--- src/rtl/so3s_stream_sched.sv ---
// so3s_stream_sched: round-robin scheduler sharing one so3s_1D online
// sum-of-three-squares datapath between NUM_REQ digit-serial requesters.
module so3s_stream_sched #(
    parameter int NUM_REQ = 4,
    parameter int WIDTH   = 32
) (
    input  logic                       clk,
    input  logic                       rst,
    input  logic [NUM_REQ-1:0]         req,
    input  logic [NUM_REQ-1:0]         in_valid,
    input  logic [2*NUM_REQ-1:0]       in_x,
    input  logic [2*NUM_REQ-1:0]       in_y,
    input  logic [2*NUM_REQ-1:0]       in_z,
    output logic [NUM_REQ-1:0]         in_ready,
    output logic [NUM_REQ-1:0]         gnt,
    output logic                       busy,
    output logic                       dp_rst_n,
    output logic                       dp_en,
    output logic [1:0]                 dp_x,
    output logic [1:0]                 dp_y,
    output logic [1:0]                 dp_z,
    input  logic [3:0]                 dp_s,
    output logic                       out_valid,
    input  logic                       out_ready,
    output logic [3:0]                 out_digit,
    output logic [$clog2(NUM_REQ)-1:0] out_id,
    output logic                       out_last,
    output logic                       abort
);
    localparam int IW = $clog2(NUM_REQ);
    localparam int CW = $clog2(WIDTH + 1);

    typedef enum logic [1:0] {IDLE, CLEAR, RUN} state_t;

    state_t             state_q, state_d;
    logic [IW-1:0]      rr_ptr_q, rr_ptr_d, id_q, id_d, arb_idx;
    logic [NUM_REQ-1:0] gnt_q, gnt_d, arb_req;
    logic [CW-1:0]      cnt_q, cnt_d;
    logic               arb_hit, done;

    // At the end of an op the finishing requester is masked so others get a turn.
    always_comb begin
        arb_req = (state_q == RUN) ? req & ~gnt_q : req;
        arb_hit = 1'b0;
        arb_idx = '0;
        for (int k = NUM_REQ - 1; k >= 0; k--) begin
            if (arb_req[(int'(rr_ptr_q) + k) % NUM_REQ]) begin
                arb_hit = 1'b1;
                arb_idx = IW'((int'(rr_ptr_q) + k) % NUM_REQ);
            end
        end
    end

    always_comb begin
        state_d   = state_q;
        rr_ptr_d  = rr_ptr_q;
        cnt_d     = cnt_q;
        gnt_d     = gnt_q;
        id_d      = id_q;
        in_ready  = '0;
        out_valid = 1'b0;
        abort     = 1'b0;
        case (state_q)
            CLEAR: begin
                abort   = ~req[id_q];
                state_d = abort ? IDLE : RUN;
                cnt_d   = '0;
            end
            RUN: begin
                abort          = ~req[id_q];
                out_valid      = in_valid[id_q] & ~abort;
                in_ready[id_q] = out_ready & ~abort;
                if (abort)
                    state_d = IDLE;
                else if (out_valid && out_ready)
                    cnt_d = (cnt_q == CW'(WIDTH - 1)) ? '0 : cnt_q + 1'b1;
            end
            default: ;
        endcase
        done = (state_q == RUN) && out_valid && out_ready && (cnt_q == CW'(WIDTH - 1));
        if (done)
            state_d = IDLE;
        if (state_d == IDLE)
            gnt_d = '0;
        if ((state_q == IDLE || done) && arb_hit) begin
            state_d  = CLEAR;
            gnt_d    = NUM_REQ'(1) << arb_idx;
            id_d     = arb_idx;
            rr_ptr_d = (arb_idx == IW'(NUM_REQ - 1)) ? '0 : arb_idx + 1'b1;
        end
    end

    always_ff @(posedge clk or posedge rst) begin
        if (rst) begin
            state_q  <= IDLE;
            rr_ptr_q <= '0;
            cnt_q    <= '0;
            gnt_q    <= '0;
            id_q     <= '0;
        end else begin
            state_q  <= state_d;
            rr_ptr_q <= rr_ptr_d;
            cnt_q    <= cnt_d;
            gnt_q    <= gnt_d;
            id_q     <= id_d;
        end
    end

    assign gnt       = gnt_q;
    assign busy      = state_q != IDLE;
    assign dp_rst_n  = state_q == RUN;
    assign dp_en     = out_valid & out_ready;
    assign dp_x      = dp_rst_n ? in_x[{id_q, 1'b0} +: 2] : 2'b00;
    assign dp_y      = dp_rst_n ? in_y[{id_q, 1'b0} +: 2] : 2'b00;
    assign dp_z      = dp_rst_n ? in_z[{id_q, 1'b0} +: 2] : 2'b00;
    assign out_digit = dp_s;
    assign out_id    = id_q;
    assign out_last  = out_valid && (cnt_q == CW'(WIDTH - 1));
endmodule
--- config.mk ---
export PLATFORM = sky130hd
export DESIGN_NAME = so3s_stream_sched
export DESIGN_NICKNAME = d
export VERILOG_FILES = /design/src/rtl/so3s_stream_sched.sv
export SDC_FILE = /design/constraint.sdc
export NUM_CORES = 1
export LEC_CHECK = 0
export ABC_AREA = 1
export CORE_UTILIZATION = 30
export CTS_CLUSTER_DIAMETER = 40
export DETAILED_ROUTE_END_ITERATION = 8
export PLACE_DENSITY = 0.71
export SLEW_MARGIN = 20
export SYNTH_ARGS = -nofsm -noshare
export SYNTH_HDL_FRONTEND = slang
export SYNTH_SLANG_ARGS = --single-unit
export TNS_END_PERCENT = 10
--- constraint.sdc ---
create_clock -name clk -period 5.5 [get_ports clk]
set_input_delay 0.55 -clock clk [delete_from_list [all_inputs] [get_ports clk]]
set_output_delay 0.55 -clock clk [all_outputs]
set_load 0.02 [all_outputs]
==> flow_metrics.tcl, run 1 <==
set metrics [dict create \
    clk_latency_ns 0.25 \
    layout_worst_path_cycle_share_pct 57.9 \
    crit_path_end_kind "output port" \
    synthCells 219 \
    p_per_area_nw_per_um2 467 \
    cts_resized 0 \
    peakVddDrop_mv 0.233 \
    clkTransAtPathRegs_ns 0.06 \
    drt_first_iter_violations 44 \
    cts-root-buf "clkbuf_8" \
    required_ns 4.95 \
    overflow 0 \
    area_delta_synth_final_pct 39.8 \
    start_util_pct 31.2 \
    drc 0 \
    synthFlopType "dfrtp_1" \
    io_buffers 56 \
    crit_arrival_ns 2.63 \
    critical_path_class "reg -> out" \
    finalNetCount 316 \
    reg2reg_from "state_q[0]" \
    setup_viol 0 \
    cp-start-kind "flop" \
    synth_seq_cells 16 \
    fillers 526 \
    wl_per_cell_um 12.4 \
    p_seq_share_pct 23.6 \
    ys_seq_area_share_pct 27.0 \
    antenna_found_initial 0 \
    routed_wl_mm 4.12 \
    core_um2 4750 \
    vias 1558 \
    syn-mean-instance-area_um2 6.78 \
    fp-row-count 25 \
    hpwl_mm 3.15 \
    grt_max_degree 21 \
    min_from "cnt_q[1]" \
    synth.distinct_cells 24 \
    drv_cap 0 \
    dpl.cell_count 330 \
    p_int_uw 441 \
    gp_congestion 0.846 \
    leakagePower_uw 0.000942 \
    fin_setup_tns_ns 0 \
    yosysWarnings 0 \
    fmax_mhz 314 \
    slew_headroom_pct 51.2 \
    worstHoldPathType "reg -> reg" \
    dieHeight_um 72.4 \
    cts-hold-fix-buffers 0 \
    drive_above_1_share_pct 6.77 \
    synth_top_area_share_pct 27.0 \
    report.final.slew_viol_count 0 \
    switching_share_pct 54.5 \
    die_w_um 72.4 \
    p_clk_share_pct 9.1 \
    n_antenna_cell 0 \
    fin_crit_ns 3.18 \
    grt_pass1_vias 1420 \
    power.switching_uw 529 \
    layout.cells.non_filler 333 \
    synth_edf_count 0 \
    floorplan.io_pins 65 \
    cts_num_sinks 16 \
    finalClockSkew_ns 0.00296 \
    rsz0062_at_grt "no" \
    grt_pass1_wl_mm 6.66 \
    synth_nets 267 \
    combPwrFrac_pct 67.3 \
    via_per_inst 4.68 \
    async_flop_share_pct 100 \
    status "completed" \
    critPathLaunch "state_q[0]" \
    cts_max_level 1 \
    netlist_area_um2 1490 \
    multi_input_area_um2 890 \
    seq_area_um2 400 \
    worstPathMaxFanout 11 \
    dieArea_um2 5240 \
    drtPass1Iterations 4 \
    clockBufferDepth 2 \
    antenna_left 0 \
    cts_tree "yes" \
    postCtsSetupRepairBufs 0 \
    worst_pin_slew_ns 0.732 \
    grtUsageTotal_pct 16.1 \
    cts_buffers 3 \
    synth_largest_area_cell "dfrtp_1" \
    fin_util_pct 43.7 \
    yosys-top-cells-area "dfrtp_1 27%, nand2_1 16%, nand3_1 10%, ha_1 7.6%, inv_1 6.1%" \
    final_hold_viol_count 0 \
]
## critical path: stages, from the launching register on
cell             delay [ns]
dfrtp_1                0.41
inv_1                  0.09
ha_1                   0.48
inv_1                  0.35
nor2_1                 0.17
nand2_1                0.11
nor3_1                 0.15
clkdlybuf4s50_1        0.63
## registers in the layout, summed over array words and instances, names as in the netlist
signal    cells
cnt_q         6
gnt           4
out_id        2
rr_ptr_q      2
state_q       2
## cells in the final DEF (no fill, tap or decap)
cell / count
nand2_1: 64
clkdlybuf4s50_1: 56
nand3_1: 30
inv_1: 24
dfrtp_1: 16
nor2_1: 12
ha_1: 9
o21ai_1: 8
nor3_1: 7
a22oi_1: 6
a31oi_1: 6
o21ai_0: 5
nand2_2: 4
inv_2: 3
nor2_4: 3
clkbuf_8: 3
nand3_2: 2
xor2_1: 2
nor3b_1: 2
a21oi_2: 1
nand4_4: 1
o22ai_1: 1
nand2_4: 1
## final cells by class
class | instances | share of cell area [%]
multi-input cells | 164 | 42.8
repair buffers | 56 | 27.0
flip-flops and latches | 16 | 19.3
inverters | 27 | 4.88
well taps | 67 | 4.04
clock buffers | 3 | 1.99
## Yosys cell counts, types with 3 or more instances
cell / count
a22oi_1: 6
a31oi_1: 6
buf_4: 7
buf_6: 3
dfrtp_1: 16
ha_1: 9
inv_1: 24
inv_2: 3
nand2_1: 64
nand2_2: 4
nand3_1: 30
nor2_1: 12
nor2_4: 3
nor3_1: 7
o21ai_0: 5
o21ai_1: 8
## power groups by stage
| stage | clock (uW) | sequential (uW) | combinational, uW |
|---|---|---|---|
| floorplan | 0 | 200 | 517 |
| global placement | 0 | 229 | 639 |
| detailed placement | 0 | 230 | 653 |
| CTS | 90.8 | 228 | 657 |
| global route | 96.3 | 237 | 735 |
| finish | 88.5 | 229 | 652 |
## per-stage QoR
step	setup WS [ns]	hold WS (ns)	cell area [um2]	power, uW
floorplan	3.29	0.464	1490	717
global placement	2.51	0.542	2040	868
detailed placement	2.48	0.544	2040	883
CTS	2.30	0.560	2080	976
global route	2.12	0.596	2080	1070
finish	2.32	0.557	2080	970
## routing by layer
metal / GRT usage [%] / up-vias / share of wire [%]
met5: 0 / - / 0
met4: 3.92 / 0 / 0.32
met3: 3.89 / 2 / 8.2
met2: 26.1 / 60 / 43
met1: 21.5 / 689 / 48
li1: - / 807 / -
## worst paths after layout
path | to | slack (ns) | cells past startpoint
min | cnt_q[1] | 0.56 | 2
min reg2reg | cnt_q[1] | 0.56 | 2
max in group asynchronous | cnt_q[4] | 4.42 | 2
max | out_last | 2.32 | 7
min in group asynchronous | state_q[0] | 0.68 | 2
max reg2reg | gnt[0] | 3.00 | 12
## cells by family (layout without fill, tap and decap cells)
logic type      after synthesis  after routing  share of synthesized area [%]
fa+ha+maj                     9              9                           7.58
compound gates               27             27                           11.0
simple gates                126            126                           40.2
buf+inv                      39             86                           13.1
xor+xnor                      2              2                           1.18
flops                        16             16                           27.0
Power figures use the tool's default switching activity.
==> run 2: changes to the inputs <==
clock period = 3.2 ns   (was 5.5 ns; I/O delays follow)
==> run 2 against run 1 <==
First-iteration DRC count rose by 18%. Critical path type unchanged. Setup slack got worse by 2.0 ns. Largest cell class unchanged. Global-route usage fell by 0.18 points. Hold slack worse by 0.092 ns.
==> flow_metrics.tcl, run 2 (same netlist as run 1, synthesis figures left out) <==
set metrics [dict create \
    dieArea_um2 5240 \
    worstHoldPathType "in -> async" \
    dpl.cell_count 330 \
    worstPathMaxFanout 11 \
    finalClockSkew_ns 0.00270 \
    area_delta_synth_final_pct 39.8 \
    layout_commonest_cell "nand2_1" \
    peakVddDrop_mv 0.268 \
    cp_top_family "buffers and inverters" \
    critical_path_class "reg -> out" \
    cts_max_level 1 \
    crit_arrival_ns 2.58 \
    crit_buf_inv 3 \
    wl_per_cell_um 12.1 \
    fin_setup_tns_ns 0 \
    fmax_mhz 345 \
    n_antenna_cell 0 \
    cts-root-buf "clkbuf_8" \
    max_stage_delay_ns 0.63 \
    top_register "cnt_q" \
    fillers 512 \
    cp_slowest_cell "clkdlybuf4s50_1" \
    io_buffers 56 \
    leakagePower_uw 0.000942 \
    fin_util_pct 43.7 \
    gp_congestion 0.831 \
    drc 0 \
    die_w_um 72.4 \
    cp-start-kind "flop" \
    overflow 0 \
    reg2reg_from "state_q[0]" \
    status "completed" \
    vias 1564 \
    cts_num_sinks 16 \
    setup_viol 0 \
    clkTransAtPathRegs_ns 0.06 \
    layout.cells.non_filler 333 \
    final_hold_viol_count 0 \
    grtUsageTotal_pct 15.9 \
    cts_buffers 3 \
    cts-hold-fix-buffers 0 \
    grt_pass1_wl_mm 6.56 \
    hpwl_mm 3.14 \
    start_util_pct 31.2 \
    antenna_left 0 \
    slew_headroom_pct 54.6 \
    crit_path_end_kind "output port" \
    fp-row-count 25 \
    p_per_area_nw_per_um2 789 \
    rsz0062_at_grt "no" \
    required_ns 2.88 \
    drv_cap 0 \
    via_per_inst 4.70 \
    report.final.slew_viol_count 0 \
    core_um2 4750 \
    final_cell_mix "64 x nand2_1, 56 x clkdlybuf4s50_1, 30 x nand3_1" \
    grt_pass1_vias 1498 \
    cts_resized 0 \
    worst_pin_slew_ns 0.680 \
    floorplan.io_pins 65 \
    critPathLaunch "state_q[0]" \
    fin_crit_ns 2.90 \
    dieHeight_um 72.4 \
    clockBufferDepth 2 \
    clk_latency_ns 0.24 \
    postCtsSetupRepairBufs 0 \
    finalNetCount 316 \
    largest_reg_flops 6 \
    grt_max_degree 21 \
    crit_top_cell "inv_1" \
    cts_tree "yes" \
    drtPass1Iterations 4 \
    layout_worst_path_cycle_share_pct 90.7 \
    drt_first_iter_violations 52 \
    timing.final.ws_setup_ns 0.299 \
    routed_wl_mm 4.04 \
    antenna_found_initial 0 \
    drive_above_1_share_pct 6.77 \
    cp_cell_sequence "inv_1 > ha_1 > inv_1 > nor2_1 > nand2_1 > nor3_1 > clkdlybuf4s50_1" \
    dp_slack_ns 0.538 \
]
## run 2: cell type report
cell class	count	area, um2	area share [%]
flip-flops and latches	16	400	19.3
repair buffers	56	561	27.0
inverters	27	101	4.88
well taps	67	83.8	4.04
multi-input cells	164	890	42.8
clock buffers	3	41.3	1.99
## run 2: path summary, 6_finish.rpt
| path | end | slack (ns) | depth (start not counted) |
|---|---|---|---|
| setup / recovery | out_last | 0.30 | 7 |
| hold / removal | gnt[1] | 0.47 | 2 |
| setup reg to reg | gnt[1] | 0.79 | 12 |
| hold reg to reg | gnt[1] | 0.55 | 2 |
| max in group asynchronous | cnt_q[3] | 2.32 | 2 |
| min in group clk | gnt[1] | 0.55 | 2 |
## run 2: through the flow
stage / instance area, um2 / total power (uW) / hold slack [ns]
floorplan: 1490 / 1230 / 0.234
global placement: 2040 / 1480 / 0.543
detailed placement: 2040 / 1500 / 0.543
CTS: 2080 / 1660 / 0.500
global route: 2080 / 1830 / 0.553
finish: 2080 / 1640 / 0.466
## run 2: per-layer routing
layer | routed length, um | global-route usage (%) | vias up
met5 | 0 | 0 | -
met4 | 35 | 4.36 | 0
met3 | 404 | 4.58 | 4
met2 | 1810 | 26.6 | 54
met1 | 1790 | 19.9 | 695
li1 | - | - | 811
## run 2: where the power goes
group          internal (uW)  switching [uW]  total [uW]
logic                    410             692        1100
clock network           83.3            68.4         152
registers                263             122         385
